==> config.mk <==
export PLATFORM = sky130hd
export DESIGN_NAME = mul_cpa_pipe
export DESIGN_NICKNAME = d
export VERILOG_FILES = /design/src/rtl/mul_pkg.sv /design/src/rtl/cpa_slice.sv /design/src/rtl/mul_cpa_pipe.sv
export SDC_FILE = /design/constraint.sdc
export NUM_CORES = 1
export LEC_CHECK = 0
export CAP_MARGIN = 20
export CORE_UTILIZATION = 50
export CTS_BUF_LIST = sky130_fd_sc_hd__clkbuf_8
export DETAILED_ROUTE_END_ITERATION = 10
export PLACE_DENSITY = 0.79
export SYNTH_ARGS = -nofsm -noshare
export SYNTH_HDL_FRONTEND = slang
export SYNTH_HIERARCHICAL = 1
export SYNTH_SLANG_ARGS = --single-unit
==> constraint.sdc <==
create_clock -name clk -period 2.65 [get_ports clk]
set_input_delay 0.6625 -clock clk [delete_from_list [all_inputs] [get_ports clk]]
set_output_delay 0.6625 -clock clk [all_outputs]
set_load 0.01 [all_outputs]
==> src/rtl/mul_pkg.sv <==
// Shared multiplier datapath definitions: default product width and the
// redundant sum/carry pair handed from the compressor tree to the final adder.
package mul_pkg;

  localparam int MUL_W = 16;

  typedef struct packed {
    logic [MUL_W-1:0] sum;
    logic [MUL_W-1:0] carry;
  } sc_pair_t;

endpackage

==> src/rtl/cpa_slice.sv <==
// H-bit ripple carry-propagate adder slice with carry in/out; purely combinational.
// No state, so no latency and no backpressure; the enclosing pipeline registers around it.
module cpa_slice
  import mul_pkg::*;
#(
  parameter int WIDTH = MUL_W / 2
) (
  input  logic [WIDTH-1:0] a,
  input  logic [WIDTH-1:0] b,
  input  logic             cin,
  output logic [WIDTH-1:0] sum,
  output logic             cout
);

  logic [WIDTH:0] total;

  assign total = {1'b0, a} + {1'b0, b} + {{WIDTH{1'b0}}, cin};
  assign sum   = total[WIDTH-1:0];
  assign cout  = total[WIDTH];

endmodule

==> src/rtl/mul_cpa_pipe.sv <==
// Two-stage final CPA: low half resolved in s1, high half plus mid carry in s2; 2-cycle latency.
// Valid/ready on both sides, one result per cycle; in_ready follows out_ready combinationally.
module mul_cpa_pipe
  import mul_pkg::*;
#(
  parameter int W = MUL_W
) (
  input  logic         clk,
  input  logic         rst_n,
  input  logic         in_valid,
  output logic         in_ready,
  input  logic [W-1:0] in_sum,
  input  logic [W-1:0] in_carry,
  output logic         out_valid,
  input  logic         out_ready,
  output logic [W-1:0] out_prod,
  output logic         out_cout
);

  localparam int H = W / 2;

  logic         s1_valid_q, s1_valid_d;
  logic [H-1:0] s1_lo_q, s1_lo_d;
  logic         s1_cmid_q, s1_cmid_d;
  logic [H-1:0] s1_sum_hi_q, s1_sum_hi_d;
  logic [H-1:0] s1_carry_hi_q, s1_carry_hi_d;
  logic         s2_valid_q, s2_valid_d;
  logic [W-1:0] s2_prod_q, s2_prod_d;
  logic         s2_cout_q, s2_cout_d;

  logic         s2_ld;
  logic         s1_adv;
  logic         in_xfer;
  logic [H-1:0] lo_sum;
  logic         lo_cout;
  logic [H-1:0] hi_sum;
  logic         hi_cout;

  cpa_slice #(.WIDTH(H)) u_cpa_lo (
    .a    (in_sum[H-1:0]),
    .b    (in_carry[H-1:0]),
    .cin  (1'b0),
    .sum  (lo_sum),
    .cout (lo_cout)
  );

  cpa_slice #(.WIDTH(H)) u_cpa_hi (
    .a    (s1_sum_hi_q),
    .b    (s1_carry_hi_q),
    .cin  (s1_cmid_q),
    .sum  (hi_sum),
    .cout (hi_cout)
  );

  // s2 can take new data whenever it is empty or being drained this cycle.
  assign s2_ld    = !s2_valid_q || out_ready;
  assign s1_adv   = s1_valid_q && s2_ld;
  assign in_ready = !s1_valid_q || s2_ld;
  assign in_xfer  = in_valid && in_ready;

  always_comb begin
    s1_valid_d    = s1_valid_q;
    s1_lo_d       = s1_lo_q;
    s1_cmid_d     = s1_cmid_q;
    s1_sum_hi_d   = s1_sum_hi_q;
    s1_carry_hi_d = s1_carry_hi_q;
    s2_valid_d    = s2_valid_q;
    s2_prod_d     = s2_prod_q;
    s2_cout_d     = s2_cout_q;

    if (in_xfer) begin
      s1_valid_d    = 1'b1;
      s1_lo_d       = lo_sum;
      s1_cmid_d     = lo_cout;
      s1_sum_hi_d   = in_sum[W-1:H];
      s1_carry_hi_d = in_carry[W-1:H];
    end else if (s1_adv) begin
      s1_valid_d = 1'b0;
    end

    if (s2_ld) begin
      s2_valid_d = s1_valid_q;
    end

    if (s1_adv) begin
      s2_prod_d = {hi_sum, s1_lo_q};
      s2_cout_d = hi_cout;
    end
  end

  always_ff @(posedge clk or negedge rst_n) begin
    if (!rst_n) begin
      s1_valid_q    <= 1'b0;
      s1_lo_q       <= '0;
      s1_cmid_q     <= 1'b0;
      s1_sum_hi_q   <= '0;
      s1_carry_hi_q <= '0;
      s2_valid_q    <= 1'b0;
      s2_prod_q     <= '0;
      s2_cout_q     <= 1'b0;
    end else begin
      s1_valid_q    <= s1_valid_d;
      s1_lo_q       <= s1_lo_d;
      s1_cmid_q     <= s1_cmid_d;
      s1_sum_hi_q   <= s1_sum_hi_d;
      s1_carry_hi_q <= s1_carry_hi_d;
      s2_valid_q    <= s2_valid_d;
      s2_prod_q     <= s2_prod_d;
      s2_cout_q     <= s2_cout_d;
    end
  end

  assign out_valid = s2_valid_q;
  assign out_prod  = s2_prod_q;
  assign out_cout  = s2_cout_q;

endmodule
==> results of run 1 <==
## final cells by class
cell class | instances | share of cell area
multi-input cells | 125 | 0.407
flip-flops and latches | 44 | 0.345
repair buffers | 57 | 0.175
well taps | 67 | 0.0262
clock buffers | 5 | 0.0215
clock inverters | 2 | 0.0188
inverters | 6 | 0.00705
## routing by layer
layer	vias up	GRT usage	wire, um
met5	-	0	0
met1	770	0.192	1670
met4	0	0.0588	50
met2	36	0.319	2100
met3	6	0.0389	169
li1	763	-	-
## through the flow
step                      setup TNS [ns]  power (W)  std cells
after global placement            -0.531    0.00198        299
final                                  0    0.00256        306
after CTS                              0    0.00259        306
after floorplan                        0    0.00160        178
after global routing            -0.00519    0.00272        306
after detailed placement          -0.611    0.00201        299
## cells by family (layout without fill, tap and decap cells)
family | after synthesis | in the layout | synth area share
DFF | 44 | 44 | 0.445
muxes | 43 | 43 | 0.241
and+or+nand+nor | 28 | 28 | 0.0744
AOI/OAI and AO/OA | 27 | 27 | 0.0769
adders and majority gates | 18 | 18 | 0.103
buffers and inverters | 9 | 70 | 0.0298
xor gates and xnor gates | 8 | 8 | 0.0283
other | 1 | 1 | 0.00152
## what timing repair did
| action | 4_1_cts | 5_1_grt |
|---|---|---|
| endpoints found under the setup margin | 0 | 2 |
| gates resized for setup | 0 | 1 |
| endpoints found under the hold margin | 0 | 0 |
## sequential cells by signal (all words and copies together), names as in the netlist
name           flops
out_prod          16
s1_carry_hi_q      8
s1_lo_q            8
s1_sum_hi_q        8
out_cout           1
out_valid          1
s1_cmid_q          1
s1_valid_q         1
## cells in the final DEF, fill, tap and decap left out, types with 3 or more instances in the layout
cell / count
a21oi_1: 10
nor3_1: 3
clkdlybuf4s50_1: 53
fa_1: 4
inv_1: 5
clkbuf_8: 5
mux2_2: 12
xnor2_1: 4
buf_4: 3
dfrtp_1: 44
nand3_1: 4
a21o_1: 3
nor2b_1: 3
ha_1: 14
a311o_1: 4
mux2_4: 30
xor2_1: 4
nand2_1: 5
nand2b_1: 3
## worst min path at each step
| stage | startpoint | end | slack (ns) | cells past startpoint |
|---|---|---|---|---|
| floorplan | rst_n | out_cout | 0.37 | 0 |
| global placement | s1_lo_q[2] | out_prod[2] | 0.49 | 1 |
| detailed placement | s1_lo_q[2] | out_prod[2] | 0.49 | 1 |
| CTS | rst_n | s1_sum_hi_q[7] | 0.35 | 2 |
| global route | rst_n | s1_sum_hi_q[7] | 0.36 | 2 |
| finish | rst_n | s1_sum_hi_q[7] | 0.35 | 2 |
## report_power, final
group	switching, W	internal [W]
Clock	0.000199	0.000371
Sequential	0.000119	0.000869
Combinational	0.000366	0.000636
Total	0.000684	0.00188
## critical path, delay by kind of cell
family          cells  cell delay (ns)
fa+ha+maj           2             0.86
buf+inv             1             0.43
compound gates      2             0.32
mux                 1             0.27
simple gates        2             0.19
==> metrics.md, run 1 <==
| Metric | Value |
|---|---|
| Reg2Reg Launch Point | `s1_sum_hi_q[0]` |
| Pwr/cell area | `801 nW/um^2` |
| Worst clock skew | `0.00750 ns` |
| Reg2reg end | `out_cout` |
| Number of buffers inserted for hold repair after clock tree synthesis | `0` |
| Time the final worst path needs with I/O delays and setup | `2.55 ns` |
| Post-route cell area | `3200 sq um` |
| Final layout net count | `293` |
| Core region area | `4750 sq um` |
| Kind of launch point of the worst setup path | `primary input` |
| Cells taking the most area after synthesis | `dfrtp_1, mux2_4, ha_1` |
| Avg Vias per Cell | `5.15` |
| Synth Warn # | `6` |
| Total count of max-transition violations in the final report | `0` |
| Starting utilization of the core area | `0.520` |
| CTS Buf Count | `5` |
| Total DRC errors in the routed layout | `0` |
| Clock-pin slew reported for the worst setup and hold paths after clock tree synthesis | `0.08 ns` |
| Fraction of final layout cells sized beyond drive strength 1 | `0.251` |
| Vert. Die Dim | `72.3 um` |
| HP Class | `primary input to asynchronous set/reset pin` |
| Largest net degree at the start of global routing | `26` |
| Global-route usage over all layers | `0.171` |
| Number of max-cap violations | `0` |
| Clk_lat worst skew | `0.28 ns` |
| Cell at the root of the clock tree | `clkbuf_8` |
| Wire length of the first global-routing pass | `6.83 mm` |
| Maximum cell stage delay along the critical path | `0.46 ns` |
| Seq/Total Area, Yosys | `0.445` |
| TritonCTS clock tree | `built` |
| Number of global-route vias before repair | `1572` |
| Post-synthesis cell type count | `37` |
| Post-synth top area share | `0.445` |
| IO Pins | `55` |
| Final core utilization | `0.672` |
| PnR worst setup slack | `0.0971 ns` |
| R2r worst-path depth | `6` |
| Leftover overflow at the end of global routing | `0` |
| Post-CTS setup buffer count | `0` |
| Die X | `72.3 um` |
| Most instantiated flip-flop cell in the synthesis netlist | `dfrtp_1` |
| CP Launch Point | `in_sum[0]` |
| Remaining number of nets flagged by the antenna check after routing | `0` |
| Leakage | `1.45 nW` |
| Series of cell instances along the critical path | `clkdlybuf4s50_1 -> fa_1 -> fa_1 -> a21oi_1 -> nor2_1 -> nor2_2 -> o21ai_0 -> mux2_4` |
| Top fanout value on the critical path | `2` |
| Count of input and output buffers | `54` |
| Top-count cell post-synth | `dfrtp_1` |
| Final hold viol count | `0` |
| Max Freq | `0.392 GHz` |
| Arrival time of the worst setup path | `2.72 ns` |
| Slowest cell on the critical path | `fa_1` |
| Final cycle utilization of the critical path | `0.963` |
| Max clock buf depth | `2` |
| Final setup vio count | `0` |
| Synthesized flop and latch total | `44` |
| Share of synthesized flip-flops with an asynchronous set or reset | `1.00` |
| Post-detailed-route wirelength per cell | `13.0 um` |
| Average instance area after synthesis | `13.9 sq um` |
| Sort of element at the end of the critical path | `flip-flop` |
| Gate Count Post-Synth | `178` |
| Placed instance area | `3060 sq um` |
| Wirelength, routed | `3.99 mm` |
| Outcome | `complete, no violations` |
| Number of antenna violations at the first check in global routing | `0` |
| Layout-stage area growth over the synthesis result | `29.2%` |
| Vias | `1575` |
| Post-synth net total | `232` |
| Cell repeated most along the worst path | `fa_1` |
| Type of the worst setup path | `primary input to flip-flop` |
| Post-synth EDFFs | `0` |
| End of the critical path | `s1_cmid_q` |
| Required time at the worst-slack endpoint | `2.82 ns` |
| DRC marker count from the first detailed-route iteration | `48` |
| Combined area of the multi-input logic cells | `1300 sq um` |
| CTS H-tree lvls | `2` |
| Clk sink count | `44` |
| Post-detailed-placement half-perimeter wirelength | `3.11 mm` |
| Antenna Cells | `0` |
| Commonest cells post-synth | `dfrtp_1, mux2_4, ha_1` |
| Total die area | `5230 sq um` |
| Drt first pass iters | `4` |
| Max rail drop VDD | `0.000352 V` |
| Number of inserted filler cells in the final layout | `365` |
| Setup slack at placement | `-0.247 ns` |
| Worst hold margin | `0.352 ns` |
| Row count | `25` |
| Register-to-Register Setup Slack | `0.48 ns` |
| Library cell occupying the most area in the post-synthesis netlist | `dfrtp_1` |
| Register area | `1100 sq um` |
| Final RePlAce weighted congestion | `0.726` |
| Cell area after technology mapping | `2470 sq um` |
(Power assumes the default switching activity.)
==> run 2: changes to the inputs <==
--- a/config.mk
+++ b/config.mk
@@ -10,6 +10,7 @@
 export CTS_BUF_LIST = sky130_fd_sc_hd__clkbuf_8
 export DETAILED_ROUTE_END_ITERATION = 10
 export PLACE_DENSITY = 0.79
+export SLEW_MARGIN = 20
 export SYNTH_ARGS = -nofsm -noshare
 export SYNTH_HDL_FRONTEND = slang
 export SYNTH_HIERARCHICAL = 1
==> results of run 2 <==
The final DEF is identical to that of run 1; final timing and power are the same.
==> run 3: changes to the inputs <==
--- a/config.mk
+++ b/config.mk
@@ -6,6 +6,7 @@
 export NUM_CORES = 1
 export LEC_CHECK = 0
 export CAP_MARGIN = 20
+export CORE_ASPECT_RATIO = 1.25
 export CORE_UTILIZATION = 50
 export CTS_BUF_LIST = sky130_fd_sc_hd__clkbuf_8
 export DETAILED_ROUTE_END_ITERATION = 10
==> metrics.md, run 3 (synthesis gave the netlist of run 1 again) <==
| Metric | Value |
|---|---|
| Post-CTS setup buffer count | `0 (unchanged)` |
| Sort of element at the end of the critical path | `flip-flop` |
| Final hold viol count | `0 (unchanged)` |
| Layer carrying the most global-route usage | `met2` |
| Starting utilization of the core area | `0.523 (+0.00275)` |
| Setup slack at placement | `-0.264 ns (-0.0175 ns)` |
| Number of buffers inserted for hold repair after clock tree synthesis | `0 (unchanged)` |
| Post-detailed-placement half-perimeter wirelength | `3.02 mm (-3.0%)` |
| Leakage | `1.43 nW (-1.1%)` |
| Avg Vias per Cell | `5.30 (+2.9%)` |
| R2r worst-path depth | `6 (unchanged)` |
| Top fanout value on the critical path | `2 (unchanged)` |
| Total DRC errors in the routed layout | `0 (unchanged)` |
| Wire length of the first global-routing pass | `6.56 mm (-4.0%)` |
| Final layout net count | `292 (-0.34%)` |
| Fraction of final layout cells sized beyond drive strength 1 | `0.247 (-0.00418)` |
| DRC marker count from the first detailed-route iteration | `98 (+100%)` |
| Drt first pass iters | `4 (unchanged)` |
| Worst-case headroom to the max-slew limit | `0.656` |
| GR Layer Usage met1 | `0.179 (-0.0128)` |
| Reg2reg end | `out_cout` |
| Reg2Reg Launch Point | `s1_sum_hi_q[0]` |
| Die X | `64.9 um (-10%)` |
| Required time at the worst-slack endpoint | `2.83 ns (about the same)` |
| Max Freq | `0.386 GHz (-1.4%)` |
| Flip-flop count of the largest register, all copies and words added | `16 (unchanged)` |
| Wirelength, routed | `4.07 mm (+2.0%)` |
| TritonCTS clock tree | `built` |
| Max clock buf depth | `2 (unchanged)` |
| Clk sink count | `44 (unchanged)` |
| Worst clock skew | `0.0101 ns (+0.00258 ns)` |
| Layout-stage area growth over the synthesis result | `27.7%` |
| Count of input and output buffers | `54 (unchanged)` |
| Transition time of the tightest slew-check pin | `0.516 ns` |
| Global-route usage over all layers | `0.169 (-0.00230)` |
| Total die area | `5230 sq um (about the same)` |
| Unrepaired setup endpoints after global routing | `no` |
| Final setup vio count | `0 (unchanged)` |
| HP Class | `primary input to asynchronous set/reset pin` |
| Global-route track usage on met3 | `0.0440 (+0.00515)` |
| Placed instance area | `3050 sq um (-0.53%)` |
| Series of cell instances along the critical path | `clkdlybuf4s50_1 -> fa_1 -> fa_1 -> a21oi_1 -> nor2_1 -> nor2_1 -> o21ai_0 -> mux2_4` |
| Setup Total Neg Slack | `0 ns (unchanged)` |
| Row count | `28 (+12%)` |
| Time the final worst path needs with I/O delays and setup | `2.59 ns (+0.0366 ns)` |
| Quantity of gates resized following cts | `0 (unchanged)` |
| Met2 Resource Use GR | `0.307 (-0.0115)` |
| Antenna Cells | `0 (unchanged)` |
| Arrival time of the worst setup path | `2.77 ns (+0.05 ns)` |
| Final cycle utilization of the critical path | `0.977 (+0.0138)` |
| PnR worst setup slack | `0.0606 ns (-0.0366 ns)` |
| Outcome | `complete, no violations` |
| Max rail drop VDD | `0.000261 V (-26%)` |
| Type of the worst setup path | `primary input to flip-flop` |
| Post-route cell area | `3160 sq um (-1.1%)` |
| Core region area | `4730 sq um (-0.53%)` |
| Final RePlAce weighted congestion | `0.800 (+10%)` |
| Total count of max-transition violations in the final report | `0 (unchanged)` |
| Leftover overflow at the end of global routing | `0 (unchanged)` |
| Clk_lat worst skew | `0.30 ns (+0.02 ns)` |
| Largest net degree at the start of global routing | `45 (+73%)` |
| Vias | `1584 (+0.57%)` |
| Post-detailed-route wirelength per cell | `13.6 um (+4.3%)` |
| Number of global-route vias before repair | `1511 (-3.9%)` |
| CTS H-tree lvls | `2 (unchanged)` |
| CP Buf/Inv Count | `1 (unchanged)` |
| Register-to-Register Setup Slack | `0.44 ns (-0.04 ns)` |
| Number of max-cap violations | `0 (unchanged)` |
| CTS Buf Count | `5 (unchanged)` |
| Maximum cell stage delay along the critical path | `0.48 ns (+0.02 ns)` |
| Highest-count cells in the layout ignoring fill and taps | `clkdlybuf4s50_1, dfrtp_1, mux2_4` |
| Cell at the root of the clock tree | `clkbuf_8` |
| Clock-pin slew reported for the worst setup and hold paths after clock tree synthesis | `0.09 ns (about the same)` |
| Remaining number of nets flagged by the antenna check after routing | `0 (unchanged)` |
| Slowest cell on the critical path | `fa_1` |
| Vert. Die Dim | `80.6 um (+11%)` |
| Kind of cell with the highest combined delay on the critical path | `adder cells` |
| Number of antenna violations at the first check in global routing | `0 (unchanged)` |
| Kind of launch point of the worst setup path | `primary input` |
| Most common cell after layout, fill and taps aside | `clkdlybuf4s50_1` |
| IO Pins | `55 (unchanged)` |
| Pwr/cell area | `788 nW/um^2 (-1.6%)` |
-- run 3: routing by layer --
layer | vias to the layer above | routed length (um)
met2 | 35 | 2150
met1 | 774 | 1680
met5 | - | 0
met3 | 5 | 165
met4 | 0 | 78
li1 | 770 | -
-- run 3: worst max path at each step --
stage / end / startpoint / depth (start not counted) / slack, ns
floorplan: s1_cmid_q / in_sum[0] / 7 / 0.31
global placement: s1_cmid_q / in_sum[0] / 8 / -0.22
detailed placement: s1_cmid_q / in_sum[0] / 8 / -0.26
CTS: s1_cmid_q / in_sum[0] / 8 / 0.06
global route: s1_cmid_q / in_sum[0] / 8 / 0.005
finish: s1_cmid_q / in_sum[0] / 8 / 0.06
-- run 3: power breakdown --
group / internal (W) / leakage, nW / switching (W) / total, W
logic: 0.000635 / 0.866 / 0.000366 / 0.00100
registers: 0.000868 / 0.513 / 0.000120 / 0.000988
clock network: 0.000279 / 0.0541 / 0.000222 / 0.000501
-- run 3: through the flow --
step | std cells | hold slack (ns) | util | power [W]
finish | 299 | 0.423 | 0.668 | 0.00249
global route | 299 | 0.468 | 0.668 | 0.00264
CTS | 299 | 0.432 | 0.668 | 0.00252
detailed placement | 291 | 0.491 | 0.644 | 0.00201
global placement | 291 | 0.486 | 0.644 | 0.00198
floorplan | 178 | 0.367 | - | 0.00160
-- run 3: layout make-up --
class / count / area (sq um)
Clock buffer: 5 / 68.8
Clock inverter: 3 / 42.5
Fill cell: 382 / 1570
Inverter: 6 / 22.5
Multi-Input combinational cell: 125 / 1300
Sequential cell: 44 / 1100
Tap cell: 60 / 75.1
Timing Repair Buffer: 56 / 551
==> RTL edit, RTL diff (config.mk and constraints of run 1) <==
Take the reset off `s1_sum_hi_q` and load it in a clocked block of its own.
--- a/src/rtl/mul_cpa_pipe.sv
+++ b/src/rtl/mul_cpa_pipe.sv
@@ -94,5 +94,4 @@
       s1_lo_q       <= '0;
       s1_cmid_q     <= 1'b0;
-      s1_sum_hi_q   <= '0;
       s1_carry_hi_q <= '0;
       s2_valid_q    <= 1'b0;
@@ -103,5 +102,4 @@
       s1_lo_q       <= s1_lo_d;
       s1_cmid_q     <= s1_cmid_d;
-      s1_sum_hi_q   <= s1_sum_hi_d;
       s1_carry_hi_q <= s1_carry_hi_d;
       s2_valid_q    <= s2_valid_d;
@@ -111,4 +109,8 @@
   end
 
+  always_ff @(posedge clk) begin
+    s1_sum_hi_q <= s1_sum_hi_d;
+  end
+
   assign out_valid = s2_valid_q;
   assign out_prod  = s2_prod_q;
Formal check against the unedited RTL: no difference found for any inputs over 10 cycles, from zero or initial values and one cycle with rst_n low; that may be too few to reach the edited logic, so the function may still have changed.
==> RTL edit against run 1 <==
- area after synthesis is 5.8% lower
- power is 9.3% lower
- combinational power is 17% lower
- core utilization is 1.2 points higher
- worst hold slack better by 0.093 ns
- setup slack better by 0.038 ns
- via count is 3.6% lower
- final area is 5.5% lower
- wire length is 2.5% higher
- sequential cell count stayed put
==> RTL edit: results (changes against run 1) <==
[outcome]
status=complete, no violations

[power]
leak_pwr_nw=1.28  ; -11%
net-switching-power_w=0.000652  ; -4.6%
power.ir.vdd_worst_mv=0.343  ; -2.6%

[global_route]
grt_pass1_wl_um=7110  ; +4.1%
grt_max_degree=37  ; +42%
use_met2=0.321  ; +0.00184
first_global_vias=1639  ; +4.3%
grt_util_met1=0.215  ; +0.0235
gr-usage-all-layers=0.186  ; +0.0143
grt_antenna_before_repair=0  ; unchanged
globalRouteMet3Util=0.0491  ; +0.0102

[synth]
synth-edff-count=8  ; +8
ys_dominant_reg_cell=dfrtp_1
syn-mean-instance-area_um2=13.7  ; -1.4%
syn-num-nets=224  ; -3.4%
ys_types=38  ; +2.7%
synth.top_cells.by_area=dfrtp_1 39%, mux2_2 12%, edfxtp_1 10%
synth-async-reset-ratio=0.818  ; -0.182
synth_sequential_area_ratio=0.490  ; +0.0447
synth_top_cells_by_count=36 x dfrtp_1, 25 x mux2_2, 14 x ha_1

[timing]
worst_hold_check_slack_ns=0.445  ; +0.0927 ns
timing.slew.headroom=0.479
fin_skew_ns=0.00536  ; -0.00214 ns
worst_slack_ns=0.135  ; +0.0378 ns

[placed_design]
dpl.cell_count=274  ; -8.4%
gp_congestion=0.740  ; +1.9%
final_hpwl_from_detailed_placement_um=2960  ; -5.0%
dpl-instance-area_um2=2900  ; -5.4%
preCtsSetupSlack_ns=-0.279  ; -0.0318 ns

[finish]
layout.cells.non_filler=282  ; -7.8%
proportion_of_layout_cells_with_a_drive_suffix_above_1=0.226  ; -0.0250
design.final.nets=283  ; -3.4%
largest_register_ff_count=16  ; unchanged
antenna_diode_instance_count=0  ; unchanged

[cts]
clk_latency_worst_skew_pair_ns=0.29
cts.clk_slew.worst_paths_ns=0.08  ; about the same
numCtsBuffers=5  ; unchanged
cts-htree-levels=2  ; unchanged
cts_setup_buffers=0  ; unchanged

[worst_setup_path]
arrival_time_worst_endpoint_ns=2.70  ; -0.02 ns
rr_endpoint=out_cout
timing.rr.start=s1_sum_hi_q[0]
critPathCapture=s1_cmid_q
worst_setup_path_startpoint=in_sum[0]

[detailed_routing]
drt_first_pass_iters=4  ; unchanged
dr_total_vias=1518  ; -3.6%
drtIter0Drc=24  ; -50%
wl_met1_um=1670  ; -0.12%
route.detailed.wl_per_inst_um=14.5  ; +11%
top_layer_used=met4
route.met2.wl_um=2090  ; -0.14%
dr_wl_met3_um=245  ; +45%

RTL edit: worst max-delay path, cell delays in order:
cell	delay (ns)
clkdlybuf4s50_1	0.43
fa_1	0.48
fa_2	0.38
a21oi_2	0.17
nor2_1	0.07
nor2_1	0.15
o21ai_0	0.11
mux2_2	0.26
RTL edit: logic make-up (layout without fill, tap and decap cells):
kind of cell,after synthesis,after routing,share of synthesized area
AO/OA/AOI/OAI,27,27,0.0816
XOR/XNOR,8,8,0.0301
adder cells (fa/ha/maj),18,18,0.110
buffers and inverters,9,69,0.0247
flip-flops,44,44,0.490
multiplexers,35,35,0.183
other,1,1,0.00161
AND/OR/NAND/NOR,28,28,0.0795
RTL edit: power groups by stage:
stage          sequential, W  clock, W  combinational, W
5_1_grt              0.00100  0.000551          0.000910
2_1_floorplan        0.00103         0          0.000409
3_3_place_gp        0.000979         0          0.000819
3_5_place_dp        0.000985         0          0.000836
4_1_cts             0.000977  0.000525          0.000842
6_report            0.000972  0.000516          0.000832
RTL edit: layout make-up:
cell class / count / area (um^2)
Clock inverter: 3 / 46.3
Clock buffer: 5 / 68.8
Sequential cell: 44 / 1140
Multi-Input combinational cell: 117 / 1140
Timing Repair Buffer: 54 / 536
Fill cell: 331 / 1390
Inverter: 7 / 26.3
Tap cell: 52 / 65.1
RTL edit: repair_timing:
item,in CTS,in global routing
endpoints found under the setup margin,0,2
hold buffers,0,0
gates resized for setup,0,2
RTL edit: through the flow:
step / util / power [W]
global route: 0.684 / 0.00246
floorplan: - / 0.00143
global placement: 0.657 / 0.00180
finish: 0.684 / 0.00232
CTS: 0.683 / 0.00234
detailed placement: 0.657 / 0.00182
